[config.mk]
export PLATFORM = sky130hd
export DESIGN_NAME = pulse_blinker_flat
export DESIGN_NICKNAME = d
export VERILOG_FILES = /design/src/rtl/pulse_blinker_if.sv /design/src/rtl/pulse_blinker.sv /design/src/flat_wrapper.sv
export SDC_FILE = /design/constraint.sdc
export NUM_CORES = 1
export LEC_CHECK = 0
export ABC_AREA = 1
export CAP_MARGIN = 5
export CORE_MARGIN = 8
export CORE_UTILIZATION = 40
export DETAILED_ROUTE_END_ITERATION = 7
export PLACE_DENSITY = 0.6
export SYNTH_ARGS = -nofsm -noshare
export SYNTH_HDL_FRONTEND = slang
export SYNTH_SLANG_ARGS = --single-unit
export TNS_END_PERCENT = 30
[constraint.sdc]
create_clock -name clk -period 4.5 [get_ports clk]
set_input_delay 0.45 -clock clk [delete_from_list [all_inputs] [get_ports clk]]
set_output_delay 0.45 -clock clk [all_outputs]
set_load 0.01 [all_outputs]
[src/rtl/pulse_blinker_if.sv]
// Event/LED bundle between pulse sources and pulse_blinker.
// The i_clear wire exists only when PULSE_BLINKER_CLEAR_EN is defined.
interface pulse_blinker_if #(
  parameter int PEND_W = 4
);
  logic              i_pulse;
`ifdef PULSE_BLINKER_CLEAR_EN
  logic              i_clear;
`endif
  logic              o_led;
  logic              o_busy;
  logic [PEND_W-1:0] o_pending;
  logic              o_overflow;

`ifdef PULSE_BLINKER_CLEAR_EN
  modport master (
    output i_pulse,
    output i_clear,
    input  o_led,
    input  o_busy,
    input  o_pending,
    input  o_overflow
  );

  modport slave (
    input  i_pulse,
    input  i_clear,
    output o_led,
    output o_busy,
    output o_pending,
    output o_overflow
  );
`else
  modport master (
    output i_pulse,
    input  o_led,
    input  o_busy,
    input  o_pending,
    input  o_overflow
  );

  modport slave (
    input  i_pulse,
    output o_led,
    output o_busy,
    output o_pending,
    output o_overflow
  );
`endif
endinterface

[src/rtl/pulse_blinker.sv]
// Queues one-cycle event strobes and replays each as a tick-timed LED blink.
// Optional abort input i_clear is built when PULSE_BLINKER_CLEAR_EN is defined.
module pulse_blinker #(
  parameter int TICK_DIV    = 250000,
  parameter int ON_TICKS    = 2,
  parameter int OFF_TICKS   = 2,
  parameter int MAX_PENDING = 15,
  parameter int PEND_W      = 4
) (
  input  logic            clk,
  input  logic            rst,
  pulse_blinker_if.slave  bus
);

  localparam int PRE_W = (TICK_DIV > 1) ? $clog2(TICK_DIV) : 1;
  localparam int MAX_T = (ON_TICKS > OFF_TICKS) ? ON_TICKS : OFF_TICKS;
  localparam int CNT_W = (MAX_T > 1) ? $clog2(MAX_T) : 1;

  localparam logic [PRE_W-1:0]  PRE_LAST = PRE_W'(TICK_DIV - 1);
  localparam logic [CNT_W-1:0]  ON_LAST  = CNT_W'(ON_TICKS - 1);
  localparam logic [CNT_W-1:0]  OFF_LAST = CNT_W'(OFF_TICKS - 1);
  localparam logic [PEND_W-1:0] PEND_MAX = PEND_W'(MAX_PENDING);

  typedef enum logic [1:0] {
    ST_IDLE = 2'd0,
    ST_ON   = 2'd1,
    ST_OFF  = 2'd2
  } state_t;

  state_t            state_r;
  logic [PRE_W-1:0]  prescaler_r;
  logic [CNT_W-1:0]  tick_cnt_r;
  logic [PEND_W-1:0] pending_r;
  logic              led_r;
  logic              busy_r;
  logic              overflow_r;

  logic              tick_s;
  logic              clear_s;
  logic              pend_nz_s;
  logic              at_max_s;
  logic              start_s;
  logic              inc_s;
  logic              dec_s;

`ifdef PULSE_BLINKER_CLEAR_EN
  assign clear_s = bus.i_clear;
`else
  assign clear_s = 1'b0;
`endif

  assign tick_s    = (prescaler_r == PRE_LAST);
  assign pend_nz_s = (pending_r != {PEND_W{1'b0}});
  assign at_max_s  = (pending_r == PEND_MAX);

  // Free-running tick prescaler; only rst restarts it, clear leaves the phase alone.
  always_ff @(posedge clk) begin
    if (rst) begin
      prescaler_r <= {PRE_W{1'b0}};
    end else if (tick_s) begin
      prescaler_r <= {PRE_W{1'b0}};
    end else begin
      prescaler_r <= prescaler_r + PRE_W'(1);
    end
  end

  // A blink starts on a tick when leaving IDLE or finishing the dark gap with work queued.
  always_comb begin
    start_s = 1'b0;
    if (tick_s && pend_nz_s) begin
      case (state_r)
        ST_IDLE: start_s = 1'b1;
        ST_OFF:  start_s = (tick_cnt_r == OFF_LAST);
        default: start_s = 1'b0;
      endcase
    end else begin
      start_s = 1'b0;
    end
  end

  // At saturation the increment is blocked even if a blink frees a slot this cycle.
  assign dec_s = start_s && !clear_s;
  assign inc_s = bus.i_pulse && !at_max_s && !clear_s;

  // Pending event counter.
  always_ff @(posedge clk) begin
    if (rst) begin
      pending_r <= {PEND_W{1'b0}};
    end else if (clear_s) begin
      pending_r <= {PEND_W{1'b0}};
    end else begin
      case ({inc_s, dec_s})
        2'b10:   pending_r <= pending_r + PEND_W'(1);
        2'b01:   pending_r <= pending_r - PEND_W'(1);
        default: pending_r <= pending_r;
      endcase
    end
  end

  // Drop strobe: any pulse arriving at saturation is lost, except one swallowed by clear.
  always_ff @(posedge clk) begin
    if (rst) begin
      overflow_r <= 1'b0;
    end else begin
      overflow_r <= bus.i_pulse && at_max_s && !clear_s;
    end
  end

  // Blink sequencer; led_r/busy_r are registered alongside the state they decode.
  always_ff @(posedge clk) begin
    if (rst || clear_s) begin
      state_r    <= ST_IDLE;
      tick_cnt_r <= {CNT_W{1'b0}};
      led_r      <= 1'b0;
      busy_r     <= 1'b0;
    end else if (tick_s) begin
      case (state_r)
        ST_IDLE: begin
          if (pend_nz_s) begin
            state_r    <= ST_ON;
            tick_cnt_r <= {CNT_W{1'b0}};
            led_r      <= 1'b1;
            busy_r     <= 1'b1;
          end else begin
            state_r    <= ST_IDLE;
            tick_cnt_r <= {CNT_W{1'b0}};
            led_r      <= 1'b0;
            busy_r     <= 1'b0;
          end
        end
        ST_ON: begin
          if (tick_cnt_r == ON_LAST) begin
            state_r    <= ST_OFF;
            tick_cnt_r <= {CNT_W{1'b0}};
            led_r      <= 1'b0;
          end else begin
            tick_cnt_r <= tick_cnt_r + CNT_W'(1);
          end
        end
        ST_OFF: begin
          if (tick_cnt_r == OFF_LAST) begin
            tick_cnt_r <= {CNT_W{1'b0}};
            if (pend_nz_s) begin
              state_r <= ST_ON;
              led_r   <= 1'b1;
            end else begin
              state_r <= ST_IDLE;
              busy_r  <= 1'b0;
            end
          end else begin
            tick_cnt_r <= tick_cnt_r + CNT_W'(1);
          end
        end
        default: begin
          state_r    <= ST_IDLE;
          tick_cnt_r <= {CNT_W{1'b0}};
          led_r      <= 1'b0;
          busy_r     <= 1'b0;
        end
      endcase
    end else begin
      state_r <= state_r;
    end
  end

  assign bus.o_led      = led_r;
  assign bus.o_busy     = busy_r;
  assign bus.o_pending  = pending_r;
  assign bus.o_overflow = overflow_r;

endmodule

[src/flat_wrapper.sv]
// flat-port wrapper written by rule: the top's interface ports become plain ports
module pulse_blinker_flat 
#(
  parameter int TICK_DIV    = 250000,
  parameter int ON_TICKS    = 2,
  parameter int OFF_TICKS   = 2,
  parameter int MAX_PENDING = 15,
  parameter int PEND_W      = 4
)
  (clk, rst, bus_i_pulse, bus_o_led, bus_o_busy, bus_o_pending, bus_o_overflow);
  pulse_blinker_if #(.PEND_W(PEND_W)) bus_i ();
  input  logic clk;
  input  logic rst;
  input wire logic [$bits(bus_i.i_pulse)-1:0] bus_i_pulse;
  output wire logic [$bits(bus_i.o_led)-1:0] bus_o_led;
  output wire logic [$bits(bus_i.o_busy)-1:0] bus_o_busy;
  output wire logic [$bits(bus_i.o_pending)-1:0] bus_o_pending;
  output wire logic [$bits(bus_i.o_overflow)-1:0] bus_o_overflow;
  assign bus_i.i_pulse = bus_i_pulse;
  assign bus_o_led = bus_i.o_led;
  assign bus_o_busy = bus_i.o_busy;
  assign bus_o_pending = bus_i.o_pending;
  assign bus_o_overflow = bus_i.o_overflow;
  pulse_blinker #(.TICK_DIV(TICK_DIV), .ON_TICKS(ON_TICKS), .OFF_TICKS(OFF_TICKS), .MAX_PENDING(MAX_PENDING), .PEND_W(PEND_W)) u_core (.clk(clk), .rst(rst), .bus(bus_i));
endmodule
==> run summary <==
Run status -> finished, final reports clean
P_sw -> 104 uW
Clk sink count -> 28
Initial Util -> 40.8%
Mapped Nets -> 237
Largest net degree at the start of global routing -> 17
Synth Warn # -> 0
Clock power share -> 34.7%
TritonCTS clock tree -> done
Synth top area share -> 34.9%
Layout cells sized above 1 -> 15.9%
Power Density -> 249 mW/mm2
Multi-input gate area -> 908 um2
Worst-margin pin slew -> 0.606 ns
Io pins -> 10
First-pass DRT Iterations -> 4
Gpl congestion -> 0.811
Worst-path clk slew -> 0.10 ns
Post-DR wirelength/cell -> 10.5 um
Syn Std Cell Area -> 0.00161 mm2
Final Hold Viols -> 0
DPL Wire Length -> 2.38 mm
Gr usage total -> 9.91%
Peak supply drop -> 0.000229 V
Drt first-iter violations -> 64
Critical Path Fanout Max -> 3
H-tree Lvls -> 1
Fin Setup TNS -> 0 ns
ANT nets after route -> 0
Initial antenna violation count -> 0
Die area -> 0.00630 mm2
Drt via density -> 4.67
Synth top area cells -> dfxtp_1 (35%), nand2_1 (12%), nor2_1 (6.5%)
Crit path kind -> flip-flop to flip-flop
Worst skew pair latency -> 0.27 ns
Crit share post-route -> 51.3%
Vias in the first global route -> 1186
#FFs+latches synth -> 28
RSZ-0062 raised after global routing -> false
Seq. cell area -> 561 um2
Critical Path AT -> 2.48 ns
Final worst slack -> 2.19 ns
Gr ovfl total -> 0
Fill count -> 392
Ys async rst share -> 0%
Max Root-Sink Buffers -> 2
Die height -> 79.4 um
Syn-to-layout area delta -> 12.2%
Fmax -> 433 MHz
Seq pwr share -> 57.6%
Pre-CTS setup slack -> 2.21 ns
Cell taking the most area after synthesis -> dfxtp_1
Setup bufs post-CTS -> 0
Port Buffer Count -> 9
Startpoint Class -> flip-flop
Layout net count -> 250
Logic pwr share -> 7.7%
CTS Buf Count -> 3
CP required -> 4.67 ns
Slew Viols, Final -> 0
Hold WC Path Type -> flip-flop to flip-flop
Total wire length -> 3.05 mm
Fin crit period -> 2.31 ns
Leak -> 0.000687 uW
Die Width -> 79.4 um
Clock skew -> 0.00393 ns
Cell variety after synth -> 24
DRC viols -> 0
Sequential area share after synthesis -> 34.9%
Synth cell count leaders -> nand2_1 (50), dfxtp_1 (28), nor2_1 (28), inv_1 (25), nand3_1 (13)
Internal cell power -> 346 uW
Main synth FF type -> dfxtp_1
Gate count of the mapped netlist -> 227
Maxcap violations -> 0
Ant. Diodes -> 0
Post_cts resized -> 0
Most numerous cell in the Yosys netlist -> nand2_1
Element type at the critical path end -> flip-flop
CTS root buf -> clkbuf_8
Reg2Reg Setup Slack -> 2.19 ns
Slew HR -> 59.4%
First-pass GRT wire length -> 5.22 mm
Setup violators final -> 0
Core Footprint -> 0.00394 mm2
# hold bufs at CTS -> 0
Row count -> 23
Number of synthesized flops with an enable pin -> 0
Synth Area per Inst -> 7.08 um2
Via count -> 1349
Switch share -> 23.0%
-- per-layer routing --
layer / wire [um] / track usage, % / vias up / share of wire (%)
met5: 0 / 0 / - / 0
met4: 24 / 1.85 / 0 / 0.79
met3: 73 / 2.70 / 2 / 2.4
met2: 1350 / 15.8 / 11 / 44
met1: 1600 / 13.1 / 588 / 52
li1: - / - / 748 / -
-- power by group through the flow --
| stage | Combinational, uW | Clock (uW) | Sequential, uW |
|---|---|---|---|
| CTS | 34.9 | 161 | 259 |
| detailed placement | 34.9 | 0 | 264 |
| global route | 39.6 | 170 | 260 |
| floorplan | 22.3 | 0 | 264 |
| global placement | 35.1 | 0 | 264 |
| finish | 34.6 | 156 | 259 |
-- per-stage QoR --
stage | cell area, um2 | util [%] | instances | hold slack (ns) | total power, uW
2_1_floorplan | 1610 | - | 227 | 0.427 | 287
3_3_place_gp | 1750 | 44.4 | 285 | 0.442 | 299
3_5_place_dp | 1750 | 44.4 | 285 | 0.446 | 299
4_1_cts | 1800 | 45.8 | 289 | 0.465 | 455
5_1_grt | 1800 | 45.8 | 289 | 0.485 | 470
6_report | 1800 | 45.8 | 289 | 0.460 | 449
-- path summary, 6_finish.rpt --
path,from,endpoint,cells past startpoint
max,u_core.prescaler_r[0],u_core.bus.o_pending[2],12
min,u_core.prescaler_r[0],u_core.prescaler_r[0],1
max reg2reg,u_core.prescaler_r[0],u_core.bus.o_pending[2],12
min reg2reg,u_core.prescaler_r[0],u_core.prescaler_r[0],1
-- critical path, stage by stage (launching register included) --
cell and delay (ns):
dfxtp_1 0.37, ha_1 0.18, nand2_1 0.08, nor2_2 0.17, nand3_4 0.12, nor3_1 0.29, ha_1 0.27, xor2_1 0.20
ha_1 0.17, a21oi_1 0.05, xnor2_1 0.14, o21ai_0 0.14, inv_1 0.05
-- cell families (layout without fill, tap and decap cells) --
family                     after synthesis  after routing  synth area share [%]
and+or+nand+nor                        122            122                  36.7
buffers and inverters                   35             47                  8.64
AOI/OAI and AO/OA                       29             29                  11.1
DFF                                     28             28                  34.9
adders and majority gates                7              7                  5.45
xor gates and xnor gates                 6              6                  3.27
-- layout make-up --
class / count / area share, %
Multi-Input combinational cell: 164 / 50.3
Timing Repair Buffer: 9 / 4.99
Inverter: 34 / 7.07
Clock buffer: 4 / 3.05
Tap cell: 50 / 3.47
Sequential cell: 28 / 31.1
-- placed cells by master (no fill, tap or decap), drive strengths merged --
| cell type | count |
|---|---|
| dfxtp | 28 |
| nand2 | 53 |
| ha | 7 |
| clkbuf | 4 |
| or2 | 1 |
| nor3 | 5 |
| clkdlybuf4s50 | 9 |
| xor2 | 5 |
| clkinv | 1 |
| nand4 | 7 |
| nor2 | 40 |
| nand3 | 15 |
| xnor2 | 1 |
| a21oi | 17 |
| o21ai | 12 |
| inv | 33 |
| nor3b | 1 |
-- sequential cells by signal, indices dropped and copies added (netlist names) --
register	cells
u_core.bus.o_led	1
u_core.bus.o_busy	1
u_core.state_r	2
u_core.bus.o_pending	4
u_core.tick_cnt_r	1
u_core.prescaler_r	18
u_core.bus.o_overflow	1
Note: power is estimated with default switching activity, not from simulation.
